==> config.mk <==
export PLATFORM = sky130hd
export DESIGN_NAME = floo_axis_vc_receiver_flat
export DESIGN_NICKNAME = d
export VERILOG_FILES = /design/src/rtl/floo_axis_vc_receiver_if.sv /design/src/rtl/floo_axis_vc_receiver.sv /design/src/flat_wrapper.sv
export SDC_FILE = /design/constraint.sdc
export NUM_CORES = 1
export LEC_CHECK = 0
export ABC_AREA = 1
export BUFFER_PORTS_ARGS = -buffer_cell sky130_fd_sc_hd__buf_2
export CORE_MARGIN = 3
export CORE_UTILIZATION = 25
export CTS_BUF_LIST = sky130_fd_sc_hd__clkbuf_2 sky130_fd_sc_hd__clkbuf_4 sky130_fd_sc_hd__clkbuf_8
export CTS_CLUSTER_DIAMETER = 60
export DETAILED_ROUTE_END_ITERATION = 8
export PLACE_DENSITY_LB_ADDON = 0.3
export SLEW_MARGIN = 5
export SYNTH_ARGS = -nofsm -noshare
export SYNTH_HDL_FRONTEND = slang
export SYNTH_SLANG_ARGS = --single-unit
==> constraint.sdc <==
create_clock -name clk_i -period 4.7 [get_ports clk_i]
set_input_delay 0.47 -clock clk_i [delete_from_list [all_inputs] [get_ports clk_i]]
set_output_delay 0.47 -clock clk_i [all_outputs]
set_load 0.02 [all_outputs]
==> src/rtl/floo_axis_vc_receiver_if.sv <==
// Signal bundle between the AXI-Stream/credit link layer, the chimney flit inputs
// and the virtual-channel receiver. The slave modport is the receiver side.
interface floo_axis_vc_receiver_if #(
  parameter int unsigned NumChannels     = 2,
  parameter int unsigned FlitDataSize    = 64,
  parameter int unsigned FifoDepth       = 4,
  parameter int unsigned StreamDataBytes = (FlitDataSize + $clog2(NumChannels) + 7) / 8,
  parameter int unsigned ChanIdWidth     = (NumChannels > 1) ? $clog2(NumChannels) : 1,
  parameter int unsigned CntWidth        = $clog2(FifoDepth + 1)
);
  logic                                  axis_tvalid_i;
  logic                                  axis_tready_o;
  logic [StreamDataBytes*8-1:0]          axis_tdata_i;
  logic [NumChannels-1:0]                flit_valid_o;
  logic [NumChannels-1:0]                flit_ready_i;
  logic [NumChannels*FlitDataSize-1:0]   flit_data_o;
  logic                                  credit_valid_o;
  logic                                  credit_ready_i;
  logic [ChanIdWidth-1:0]                credit_chan_o;
  logic [CntWidth-1:0]                   credit_cnt_o;
  logic                                  error_o;

  modport slave (
    input  axis_tvalid_i, axis_tdata_i, flit_ready_i, credit_ready_i,
    output axis_tready_o, flit_valid_o, flit_data_o,
    output credit_valid_o, credit_chan_o, credit_cnt_o, error_o
  );

  modport master (
    output axis_tvalid_i, axis_tdata_i, flit_ready_i, credit_ready_i,
    input  axis_tready_o, flit_valid_o, flit_data_o,
    input  credit_valid_o, credit_chan_o, credit_cnt_o, error_o
  );
endinterface

==> src/rtl/floo_axis_vc_receiver.sv <==
// Receive endpoint of the credit-based VC AXI-Stream link: demuxes beats into
// per-channel FIFOs and returns freed slots to the transmitter as credit messages.
module floo_axis_vc_receiver #(
  parameter int unsigned NumChannels     = 2,
  parameter int unsigned FlitDataSize    = 64,
  parameter int unsigned FifoDepth       = 4,
  parameter int unsigned StreamDataBytes = (FlitDataSize + $clog2(NumChannels) + 7) / 8
) (
  input  logic                  clk_i,
  input  logic                  rst_ni,
  floo_axis_vc_receiver_if.slave bus
);
  localparam int unsigned ChanIdWidth = (NumChannels > 1) ? $clog2(NumChannels) : 1;
  localparam int unsigned CntWidth    = $clog2(FifoDepth + 1);
  localparam int unsigned PtrWidth    = (FifoDepth > 1) ? $clog2(FifoDepth) : 1;

  logic [FlitDataSize-1:0] r_mem     [NumChannels][FifoDepth];
  logic [PtrWidth-1:0]     r_rd_ptr  [NumChannels];
  logic [PtrWidth-1:0]     r_wr_ptr  [NumChannels];
  logic [CntWidth-1:0]     r_count   [NumChannels];
  logic [CntWidth-1:0]     r_pending [NumChannels];
  logic                    r_cred_valid;
  logic [ChanIdWidth-1:0]  r_cred_chan;
  logic [CntWidth-1:0]     r_cred_cnt;
  logic [ChanIdWidth-1:0]  r_rr_ptr;
  logic                    r_error;

  logic [31:0]             w_chan;
  logic                    w_beat;
  logic                    w_bad;
  logic                    w_overflow;
  logic [NumChannels-1:0]  w_push;
  logic [NumChannels-1:0]  w_pop;
  logic [NumChannels-1:0]  w_nonempty;
  logic                    w_loadable;
  logic                    w_grant_vld;
  logic [ChanIdWidth-1:0]  w_grant;
  logic [31:0]             w_idx;

  function automatic logic [PtrWidth-1:0] ptr_inc(input logic [PtrWidth-1:0] p);
    return (p == PtrWidth'(FifoDepth - 1)) ? {PtrWidth{1'b0}} : p + PtrWidth'(1);
  endfunction

  // A single channel carries no id bits on the stream, so its id is always 0.
  if (NumChannels > 1) begin : g_chan
    assign w_chan = 32'(bus.axis_tdata_i[FlitDataSize +: ChanIdWidth]);
  end else begin : g_chan_single
    assign w_chan = 32'd0;
  end

  assign bus.axis_tready_o = rst_ni;
  assign w_beat     = bus.axis_tvalid_i & rst_ni;
  assign w_bad      = (w_chan >= 32'(NumChannels));
  assign w_loadable = ~r_cred_valid | bus.credit_ready_i;

  // Demux and pop decode; a full FIFO still takes a push when it pops this cycle.
  always_comb begin
    w_push     = {NumChannels{1'b0}};
    w_pop      = {NumChannels{1'b0}};
    w_nonempty = {NumChannels{1'b0}};
    w_overflow = 1'b0;
    for (int c = 0; c < NumChannels; c++) begin
      w_nonempty[c] = (r_count[c] != {CntWidth{1'b0}});
      w_pop[c]      = w_nonempty[c] & bus.flit_ready_i[c];
      if (w_beat && !w_bad && (w_chan == 32'(c))) begin
        if ((r_count[c] != CntWidth'(FifoDepth)) || w_pop[c]) begin
          w_push[c] = 1'b1;
        end else begin
          w_overflow = 1'b1;
        end
      end else begin
        w_push[c] = 1'b0;
      end
    end
  end

  // Round-robin pick among channels with pending credit, starting at r_rr_ptr.
  always_comb begin
    w_grant_vld = 1'b0;
    w_grant     = {ChanIdWidth{1'b0}};
    w_idx       = 32'd0;
    for (int k = 0; k < NumChannels; k++) begin
      w_idx = 32'(r_rr_ptr) + 32'(k);
      w_idx = (w_idx >= 32'(NumChannels)) ? w_idx - 32'(NumChannels) : w_idx;
      if (!w_grant_vld && (r_pending[w_idx[ChanIdWidth-1:0]] != {CntWidth{1'b0}})) begin
        w_grant_vld = 1'b1;
        w_grant     = w_idx[ChanIdWidth-1:0];
      end else begin
        w_grant_vld = w_grant_vld;
      end
    end
  end

  // FIFO storage array, no reset needed.
  always_ff @(posedge clk_i) begin
    for (int c = 0; c < NumChannels; c++) begin
      if (w_push[c]) begin
        r_mem[c][r_wr_ptr[c]] <= bus.axis_tdata_i[FlitDataSize-1:0];
      end
    end
  end

  // FIFO pointers and occupancy.
  always_ff @(posedge clk_i) begin
    if (!rst_ni) begin
      for (int c = 0; c < NumChannels; c++) begin
        r_rd_ptr[c] <= {PtrWidth{1'b0}};
        r_wr_ptr[c] <= {PtrWidth{1'b0}};
        r_count[c]  <= {CntWidth{1'b0}};
      end
    end else begin
      for (int c = 0; c < NumChannels; c++) begin
        if (w_push[c]) r_wr_ptr[c] <= ptr_inc(r_wr_ptr[c]);
        if (w_pop[c])  r_rd_ptr[c] <= ptr_inc(r_rd_ptr[c]);
        r_count[c] <= r_count[c] + CntWidth'(w_push[c]) - CntWidth'(w_pop[c]);
      end
    end
  end

  // Credit accounting and message register; a pop on the granted channel in the
  // load cycle seeds its pending count instead of being lost.
  always_ff @(posedge clk_i) begin
    if (!rst_ni) begin
      for (int c = 0; c < NumChannels; c++) r_pending[c] <= {CntWidth{1'b0}};
      r_cred_valid <= 1'b0;
      r_cred_chan  <= {ChanIdWidth{1'b0}};
      r_cred_cnt   <= {CntWidth{1'b0}};
      r_rr_ptr     <= {ChanIdWidth{1'b0}};
      r_error      <= 1'b0;
    end else begin
      for (int c = 0; c < NumChannels; c++) begin
        r_pending[c] <= r_pending[c] + CntWidth'(w_pop[c]);
      end
      if (w_loadable && w_grant_vld) begin
        r_cred_valid       <= 1'b1;
        r_cred_chan        <= w_grant;
        r_cred_cnt         <= r_pending[w_grant];
        r_pending[w_grant] <= CntWidth'(w_pop[w_grant]);
        r_rr_ptr           <= (w_grant == ChanIdWidth'(NumChannels - 1)) ?
                              {ChanIdWidth{1'b0}} : w_grant + ChanIdWidth'(1);
      end else if (w_loadable) begin
        r_cred_valid <= 1'b0;
      end
      if (w_overflow || (w_beat && w_bad)) r_error <= 1'b1;
    end
  end

  // Head-of-FIFO presentation per channel.
  always_comb begin
    bus.flit_data_o = {(NumChannels*FlitDataSize){1'b0}};
    for (int c = 0; c < NumChannels; c++) begin
      bus.flit_data_o[c*FlitDataSize +: FlitDataSize] = r_mem[c][r_rd_ptr[c]];
    end
  end

  assign bus.flit_valid_o   = w_nonempty;
  assign bus.credit_valid_o = r_cred_valid;
  assign bus.credit_chan_o  = r_cred_chan;
  assign bus.credit_cnt_o   = r_cred_cnt;
  assign bus.error_o        = r_error;
endmodule

==> src/flat_wrapper.sv <==
// flat-port wrapper written by rule: the top's interface ports become plain ports
module floo_axis_vc_receiver_flat 
#(
  parameter int unsigned NumChannels     = 2,
  parameter int unsigned FlitDataSize    = 64,
  parameter int unsigned FifoDepth       = 4,
  parameter int unsigned StreamDataBytes = (FlitDataSize + $clog2(NumChannels) + 7) / 8
)
  (clk_i, rst_ni, bus_axis_tvalid_i, bus_axis_tdata_i, bus_flit_ready_i, bus_credit_ready_i, bus_axis_tready_o, bus_flit_valid_o, bus_flit_data_o, bus_credit_valid_o, bus_credit_chan_o, bus_credit_cnt_o, bus_error_o);
  floo_axis_vc_receiver_if #(.NumChannels(NumChannels), .FlitDataSize(FlitDataSize), .FifoDepth(FifoDepth), .StreamDataBytes(StreamDataBytes)) bus_i ();
  input  logic clk_i;
  input  logic rst_ni;
  input wire logic [$bits(bus_i.axis_tvalid_i)-1:0] bus_axis_tvalid_i;
  input wire logic [$bits(bus_i.axis_tdata_i)-1:0] bus_axis_tdata_i;
  input wire logic [$bits(bus_i.flit_ready_i)-1:0] bus_flit_ready_i;
  input wire logic [$bits(bus_i.credit_ready_i)-1:0] bus_credit_ready_i;
  output wire logic [$bits(bus_i.axis_tready_o)-1:0] bus_axis_tready_o;
  output wire logic [$bits(bus_i.flit_valid_o)-1:0] bus_flit_valid_o;
  output wire logic [$bits(bus_i.flit_data_o)-1:0] bus_flit_data_o;
  output wire logic [$bits(bus_i.credit_valid_o)-1:0] bus_credit_valid_o;
  output wire logic [$bits(bus_i.credit_chan_o)-1:0] bus_credit_chan_o;
  output wire logic [$bits(bus_i.credit_cnt_o)-1:0] bus_credit_cnt_o;
  output wire logic [$bits(bus_i.error_o)-1:0] bus_error_o;
  assign bus_i.axis_tvalid_i = bus_axis_tvalid_i;
  assign bus_i.axis_tdata_i = bus_axis_tdata_i;
  assign bus_i.flit_ready_i = bus_flit_ready_i;
  assign bus_i.credit_ready_i = bus_credit_ready_i;
  assign bus_axis_tready_o = bus_i.axis_tready_o;
  assign bus_flit_valid_o = bus_i.flit_valid_o;
  assign bus_flit_data_o = bus_i.flit_data_o;
  assign bus_credit_valid_o = bus_i.credit_valid_o;
  assign bus_credit_chan_o = bus_i.credit_chan_o;
  assign bus_credit_cnt_o = bus_i.credit_cnt_o;
  assign bus_error_o = bus_i.error_o;
  floo_axis_vc_receiver #(.NumChannels(NumChannels), .FlitDataSize(FlitDataSize), .FifoDepth(FifoDepth), .StreamDataBytes(StreamDataBytes)) u_core (.clk_i(clk_i), .rst_ni(rst_ni), .bus(bus_i));
endmodule
Word-level counts from Yosys, hierarchy flattened
Memory sizes are Yosys's and may differ from the RTL's. A register that Yosys moved wholly into a read port is not among the register bits.
Cells that the tools add are included.
{"block": "totals", "reg_bits": 4, "ram_bits": 532, "word_cells": 140, "n_memories": 5}
{"memory": "u_core.r_mem", "words": 2, "width": 256, "rd": 2, "rd_ports_with_merged_regs": 0, "write_ports": 1, "line_no": "floo_axis_vc_receiver.sv:17", "text": "logic [FlitDataSize-1:0] r_mem [NumChannels][FifoDepth];"}
{"memory": "u_core.r_count", "words": 2, "width": 3, "rd": 2, "rd_ports_with_merged_regs": 0, "write_ports": 2, "line_no": "floo_axis_vc_receiver.sv:20", "text": "logic [CntWidth-1:0] r_count [NumChannels];"}
{"memory": "u_core.r_pending", "words": 2, "width": 3, "rd": 5, "rd_ports_with_merged_regs": 1, "write_ports": 3, "line_no": "floo_axis_vc_receiver.sv:21", "text": "logic [CntWidth-1:0] r_pending [NumChannels];"}
{"memory": "u_core.r_rd_ptr", "words": 2, "width": 2, "rd": 2, "rd_ports_with_merged_regs": 0, "write_ports": 2, "line_no": "floo_axis_vc_receiver.sv:18", "text": "logic [PtrWidth-1:0] r_rd_ptr [NumChannels];"}
{"memory": "u_core.r_wr_ptr", "words": 2, "width": 2, "rd": 2, "rd_ports_with_merged_regs": 0, "write_ports": 2, "line_no": "floo_axis_vc_receiver.sv:19", "text": "logic [PtrWidth-1:0] r_wr_ptr [NumChannels];"}
{"block": "classes", "n_addsub": 14, "magnitude_cmp": 10, "n_eq_ne": 6, "mux": 63, "n_bitwise": 17, "n_reduce_logical": 21}
{"op": "2-to-1 mux 256 bit", "count": 4}
{"op": "2-to-1 mux 64 bit", "count": 6}
{"op": "binary-select mux 64 bit (select 2 bit)", "count": 2}
{"op": "demux 64 bit (select 2 bit)", "count": 2}
{"op": "OR reduction 256 bit", "count": 1}
{"op": "2-to-1 mux 1 bit", "count": 37}
{"op": "logical NOT 32 bit", "count": 1}
{"op": "2-to-1 mux 2 bit", "count": 8}
{"op": "adder 3 x 1 -> 3 bit", "count": 4}
{"op": ">= comparator 3 bit (second input constant)", "count": 4}
{"op": "2-to-1 mux 3 bit", "count": 4}
{"op": "NOT 2 -> 3 bit", "count": 4}
{"op": "nonzero test 3 bit", "count": 4}
{"op": "OR 1 bit", "count": 9}
{"op": "adder 2 x 1 -> 2 bit (second input constant)", "count": 4}
{"op": "== test 2 bit (second input constant)", "count": 4}
{"op": "logical AND 1 bit", "count": 8}
{"op": "< comparator 3 x 1 -> 1 bit (second input constant)", "count": 2}
{"op": "inequality test 3 bit (second input constant)", "count": 2}
{"op": "subtractor 3 x 1 -> 3 bit", "count": 2}
{"op": ">= comparator 1 x 2 -> 1 bit (second input constant)", "count": 2}
{"op": "AND 1 bit", "count": 3}
{"op": "logical NOT 1 bit", "count": 3}
{"op": "logical OR 1 bit", "count": 3}
{"op": "other kinds (7)", "count": 8}

Logic depth before layout (Yosys ltp)
Gate-level depths: netlist of the first run.
An unclocked memory read counts as a cell.
{"block": "depth", "word_depth": 12, "mapped_depth": 11}

Worst setup path before layout of the first run
No wires, ideal clock.
{"block": "synth_path", "path_type": "input-to-reg", "from": "input rst_ni", "to": "memory u_core.r_mem[0][256] (netlist bit), enable pin", "arrival_time_ns": 3.457, "required_time_ns": 4.214, "slack_ns": 0.756, "stages": 4, "cell_sequence": "nand3_1 > nor2_2 > inv_2 > nor2_1"}
{"block": "synth_via", "elab_chain_len": 8, "word_cells_on_any_way": 13, "classes_between": "mux (8); bitwise (1); reduce/logical (4)"}
{"element": "from (decl)", "line_no": "flat_wrapper.sv:12", "text": "input logic rst_ni;"}
{"element": "AND 1 bit (*)", "line_no": "floo_axis_vc_receiver.sv:52", "text": "assign w_beat = bus.axis_tvalid_i & rst_ni;"}
{"element": "logical AND 1 bit (*)", "line_no": "floo_axis_vc_receiver.sv:65", "text": "if (w_beat && !w_bad && (w_chan == 32'(c))) begin"}
{"element": "logical AND 1 bit", "line_no": "floo_axis_vc_receiver.sv:65"}
{"element": "2-to-1 mux 1 bit", "line_no": "floo_axis_vc_receiver.sv:65"}
{"element": "2-to-1 mux 1 bit", "line_no": "floo_axis_vc_receiver.sv:97", "text": "if (w_push[c]) begin"}
{"element": "2-to-1 mux 256 bit (not written as such)", "line_no": "floo_axis_vc_receiver.sv:98", "text": "r_mem[c][r_wr_ptr[c]] <= bus.axis_tdata_i[FlitDataSize-1:0];"}
{"element": "OR reduction 256 bit (no source line)"}
{"element": "2-to-1 mux 1 bit (no source line) / 2-to-1 mux 256 bit (equally long branches)"}
{"element": "to (decl)", "line_no": "floo_axis_vc_receiver.sv:17"}
Mark *: on every way between the ends. The rest lies on a longest branch, timed or not.

==> reports/metrics.yaml, run 1 <==
worst_setup_path:
  cp_data_required_time_ps: 4230
  cp.arrival_ps: 3100
  cp_slowest_stage_delay_ps: 710
  r2r-end: "u_core.r_mem[0][20]"
  r2r_cells: 7
  cp_num_buf_inv: 3
  setup.worst_path.end_class: "output port"
  critical_path.cell_chain: "inv_4 -> buf_12 -> nor2_1 -> o22ai_1 -> buf_2"
  r2r_setup_slack_ps: 2020
  crit_type: "reg -> out"
  path_delay_family: "buffers and inverters"
  critPathMaxFanout: 68
  critPathLaunchType: "register"
  timing.rr.start: "u_core.r_count[0][1]"
  critPathSlowestCell: "edfxtp_1"
power_and_ir_drop:
  power_density_nw_per_um2: 549
  leakage_nw: 8.71
  vdd.ir_drop.worst_mv: 0.264
sta:
  slew_headroom_pct: 34.5
  final_max_slew_viol_count: 0
  max_freq_ghz: 0.280
  min_period_over_period_pct: 75.9
  fin_crit_ps: 3570
  tightest_slew_ps: 982
  tns_ps: 0
  fin_skew_ps: 35.0
  hold_violations: 0
  setup_violations: 0
  rsz0062_at_grt: "false"
  timing.hold.ws_ps: 90.6
clocking:
  ctsResizeCount: 0
  root_buffer: "clkbuf_8"
  cts_max_level: 3
  clock_latency_ps: 680
  clock-sinks: 540
  cts_tree: "built"
  cts_setup_buffers: 0
  clkTransAtPathRegs_ps: 50
  clk_path_buf_depth: 3
  cts_buffers: 93
final_layout:
  nNetsFinal: 1844
  multiInputGateArea_um2: 3930
  final_cell_mix: "edfxtp_1 (520), nor2_1 (269), buf_2 (207)"
  mostFrequentLayoutCell: "edfxtp_1"
  nFillCells: 8097
  finalNonFillerCells: 2876
  seq_area_um2: 16000
  drive_gt1_share_pct: 23.0
  synthToLayoutAreaGrowth_pct: 22.7
placement:
  io_buffers: 207
  dp_hpwl_um: 30300
  finalWeightedCongestion: 0.721
  place_inst: 2659
floorplanning:
  ioPinCount: 215
  core_um2: 80900
  num_rows: 104
  initial_utilization_pct: 25.4
  dieHeight_um: 293
  die_area_um2: 85600
  die_x_um: 293
global_route:
  grt_pass1_wl_um: 80700
  grt_max_degree: 131
  grt_pass1_vias: 13100
  grt_usage_pct: 12.6
  overflow: 0
  antenna_found_initial: 2
status:
  outcome: "completed"
detailed_routing:
  drt-total-wl_um: 54300
  ant_nets: 0
  vias: 12800
  via_per_inst: 4.44
  wl_per_cell_um: 18.9
  initialDrtViolationCount: 807
  firstDrtPassIters: 5
  drc: 0
logic_synthesis:
  ys_types: 27
  synth_area_leader_cell: "edfxtp_1"
  synthTopCellsByArea: "edfxtp_1 (76%), nor2_1 (5.1%), o21ai_0 (3.9%)"
  netlist_area_um2: 20500
  synth-seq-area-share_pct: 78.0
  synth_warnings: 0
  synth_top_area_share_pct: 76.0
  syn_avg_cell_area_um2: 14.2
  syn_inst: 1450
  syn_nets: 1548
  synth_seq_cells: 540
hold_path:
  holdPathStages: 1
  min-delay-start: "bus_axis_tdata_i[10]"
  hold_end: "u_core.r_mem[0][202]"
  min_path_type: "in -> reg"
job:
  maxCapViolCount: 0
==> where the power goes <==
part           internal [mW]  switching, mW  total, mW
sequential              5.45         0.0858       5.54
combinational           1.14           2.87       4.01
clock                   2.43           1.84       4.27
total                   9.02           4.80       13.8
==> per-stage QoR <==
stage / total power [mW] / setup slack, ps / instance area (um2) / util, %
global placement: 9.63 / 1540 / 22800 / 28.1
global route: 14.6 / 858 / 25200 / 31.1
finish: 13.8 / 1130 / 25200 / 31.1
floorplan: 8.23 / 756 / 20500 / -
CTS: 14.1 / 953 / 25200 / 31.1
detailed placement: 9.71 / 1530 / 22800 / 28.1
==> flip-flops by register name (all words and copies together) (netlist names), named ones only <==
register,flops
u_core.bus.credit_chan_o,1
u_core.bus.credit_cnt_o,3
u_core.bus.credit_valid_o,1
u_core.bus.error_o,1
u_core.r_count,6
u_core.r_mem,512
u_core.r_pending,6
u_core.r_rd_ptr,4
u_core.r_rr_ptr,1
u_core.r_wr_ptr,4
==> logic make-up (layout without fill, tap and decap cells) <==
| family | Yosys count | in the layout | share of synthesized area, % |
|---|---|---|---|
| and+or+nand+nor | 352 | 352 | 6.92 |
| DFF | 540 | 540 | 78.0 |
| xor gates and xnor gates | 2 | 2 | 0.0853 |
| adders and majority gates | 20 | 20 | 1.29 |
| buffers and inverters | 137 | 501 | 3.18 |
| other | 0 | 2 | 0 |
| AOI/OAI and AO/OA | 399 | 399 | 10.5 |
==> per-layer routing <==
layer  global-route usage, %  up-vias  part of all wire (%)
met5                       0        -                 0.024
met4                    4.37        2                   2.2
met3                    2.99       84                   5.7
met2                    21.0      339                    48
met1                    16.0     6363                    44
li1                        -     5976                     -
==> layout make-up <==
type                            count  area share (%)
Timing Repair Buffer              285            7.25
Antenna cell                        2          0.0199
Clock inverter                     34            1.27
Sequential cell                   540            63.6
Clock buffer                      129            6.20
Multi-Input combinational cell    773            15.6
Tap cell                         1060            5.26
Inverter                           53           0.820
==> Yosys cell counts, drive strengths merged <==
cell,number
a21oi,10
buf,40
clkbuf,44
dfxtp,20
edfxtp,520
fa,2
ha,18
inv,53
nand2,55
nand3,13
nor2,282
nor3,2
o21ai,261
o22ai,128
xor2,2
==> how the worst max path moves through the flow <==
stage / from / end / cells past startpoint
finish: u_core.r_rd_ptr[0][0] / bus_flit_data_o[31] / 5
global route: u_core.r_rd_ptr[0][0] / bus_flit_data_o[31] / 5
CTS: u_core.r_rd_ptr[0][0] / bus_flit_data_o[31] / 5
detailed placement: rst_ni / u_core.r_mem[0][34] / 6
global placement: rst_ni / u_core.r_mem[0][34] / 6
floorplan: rst_ni / u_core.r_mem[0][256] / 4
==> worst reg2reg max path, stage by stage (launching register included) <==
cell     delay, ps
dfxtp_1        380
inv_1           80
nand2_1         90
nor3_1          60
inv_1           50
nand2_1        310
nor2_4         740
buf_4          590
==> what timing repair did <==
action / CTS / global route
hold endpoints to repair: 401 / 0
endpoints found under the setup margin: 0 / 0
hold buffers: 52 / 0
Note: power is estimated with default switching activity, not from simulation.
==> run 2, diff against run 1 <==
==> constraint.sdc (replaced) <==
create_clock -name clk_i -period 3 [get_ports clk_i]
set_input_delay 0.3 -clock clk_i [delete_from_list [all_inputs] [get_ports clk_i]]
set_output_delay 0.3 -clock clk_i [all_outputs]
set_load 0.02 [all_outputs]
==> run 2 against run 1 <==
  * Routed wire length decreased by 2.3%
  * Final cell count grew 0.63%
  * Sequential power grew 56%
  * Highest routed layer is now met4
  * Largest cell class unchanged
  * Combinational power grew 60%
  * Global-route usage down 0.34 points
  * First-iteration DRC count fell by 2.9%
  * Clock power up 54%
  * Count of clock-buffer cells in the layout down 2
==> reports/metrics.yaml, run 2 (same netlist as run 1, synthesis figures left out) <==
placement:
  placed_cell_area_um2: 22900
  dp_hpwl_um: 27600
  io_buffers: 207
  place_inst: 2658
  finalWeightedCongestion: 0.710
  place_ws_ps: 795
sta:
  hold_violations: 0
  setup_violations: 0
  fin_crit_ps: 2800
  final_max_slew_viol_count: 0
  tightest_slew_ps: 708
  min_period_over_period_pct: 93.2
  worst_slack_ps: 203
  fin_skew_ps: 19.6
  max_freq_ghz: 0.358
  slew_headroom_pct: 52.8
  rsz0062_at_grt: "false"
global_route:
  antenna_found_initial: 1
  grt_usage_pct: 12.2
  grt_pass1_wl_um: 79700
  overflow: 0
  grt_pass1_vias: 13100
  grt_max_degree: 131
clocking:
  clkTransAtPathRegs_ps: 60
  clk_path_buf_depth: 3
  cts_tree: "built"
  cts_max_level: 3
  root_buffer: "clkbuf_8"
  cts_setup_buffers: 0
  clock_latency_ps: 650
  clock-sinks: 540
  cts_buffers: 92
worst_setup_path:
  setup.worst_path.end_class: "output port"
  r2r_cells: 10
  crit_type: "reg -> out"
  critPathSlowestCell: "inv_4"
  cp.arrival_ps: 2500
  timing.rr.start: "u_core.r_count[0][1]"
  r2r_setup_slack_ps: 880
  cp_data_required_time_ps: 2700
  cp_slowest_stage_delay_ps: 520
  critPathLaunchType: "register"
  critPathMaxFanout: 42
  r2r-end: "u_core.r_count[0][1]"
  critical_path.cell_chain: "inv_4 -> buf_12 -> o21ai_0 -> o22ai_1 -> buf_2"
floorplanning:
  dieHeight_um: 293
  core_um2: 80900
  die_area_um2: 85600
  die_x_um: 293
  num_rows: 104
  ioPinCount: 215
  initial_utilization_pct: 25.4
final_layout:
  final_area_um2: 25400
  drive_gt1_share_pct: 23.0
  final_cell_mix: "edfxtp_1 (520), nor2_1 (269), buf_2 (207)"
  largest_register_ff_count: 512
  nFillCells: 8067
  finalNonFillerCells: 2894
  mostFrequentLayoutCell: "edfxtp_1"
  post-route-util_pct: 31.4
  synthToLayoutAreaGrowth_pct: 23.9
  nNetsFinal: 1856
hold_path:
  holdPathStages: 4
  min_path_type: "in -> reg"
  hold_end: "u_core.r_count[0][0]"
  min-delay-start: "rst_ni"
detailed_routing:
  firstDrtPassIters: 6
  vias: 12900
  drt-total-wl_um: 53100
  ant_nets: 0
  via_per_inst: 4.45
  drc: 0
  wl_per_cell_um: 18.3
  initialDrtViolationCount: 784
power_and_ir_drop:
  power_density_nw_per_um2: 851
  vdd.ir_drop.worst_mv: 0.500
  leakage_nw: 8.80
  power_mw: 21.6
job:
  maxCapViolCount: 0
status:
  outcome: "completed"
==> run 2: layer usage <==
layer	global-route usage, %	vias up	part of all wire, %
met5	0	-	0
met4	3.84	0	2.1
met3	2.73	95	5.4
met2	20.0	344	47
met1	16.3	6414	45
li1	-	6027	-
==> run 2: cell type report <==
| cell class | count | area, um2 | area share [%] |
|---|---|---|---|
| Sequential cell | 540 | 16000 | 63.0 |
| Multi-Input combinational cell | 773 | 3930 | 15.4 |
| Timing Repair Buffer | 298 | 2110 | 8.31 |
| Clock buffer | 127 | 1540 | 6.03 |
| Tap cell | 1060 | 1330 | 5.21 |
| Clock inverter | 42 | 313 | 1.23 |
| Inverter | 53 | 206 | 0.812 |
| Antenna cell | 1 | 2.50 | 0.00984 |
==> run 2: how the worst max path moves through the flow <==
stage,startpoint,to,cells after the start
6_report,u_core.r_rd_ptr[0][2],bus_flit_data_o[68],5
5_1_grt,u_core.r_rd_ptr[0][2],bus_flit_data_o[125],5
2_1_floorplan,u_core.r_count[0][4],u_core.r_mem[0][256],6
3_3_place_gp,u_core.r_rd_ptr[0][1],bus_flit_data_o[19],4
3_5_place_dp,u_core.r_rd_ptr[0][1],bus_flit_data_o[17],4
4_1_cts,u_core.r_rd_ptr[0][2],bus_flit_data_o[68],5
==> run 2: worst max-delay path, delay by kind of cell (launching register included) <==
| kind | cells | cell delay [ps] |
|---|---|---|
| compound gates | 2 | 360 |
| buf+inv | 3 | 1010 |
| flops | 1 | 460 |
==> run 2: power by group <==
group	switching [mW]	total, mW	internal (mW)	leakage (nW)
clock	2.89	6.56	3.67	0.988
combinational	4.53	6.42	1.90	2.94
sequential	0.114	8.66	8.54	4.87
total	7.53	21.6	14.1	8.80
==> run 2: per-stage QoR <==
stage | setup TNS [ps] | hold slack [ps]
floorplan | -451830 | 399
global placement | 0 | 452
detailed placement | 0 | 461
CTS | 0 | 11.5
global route | 0 | 66.2
finish | 0 | 136
==> run 2: what timing repair did <==
item,4_1_cts,5_1_grt
resized for setup,1,0
hold buffers,66,0
endpoints found under the hold margin,515,0
setup endpoints to repair,1,0
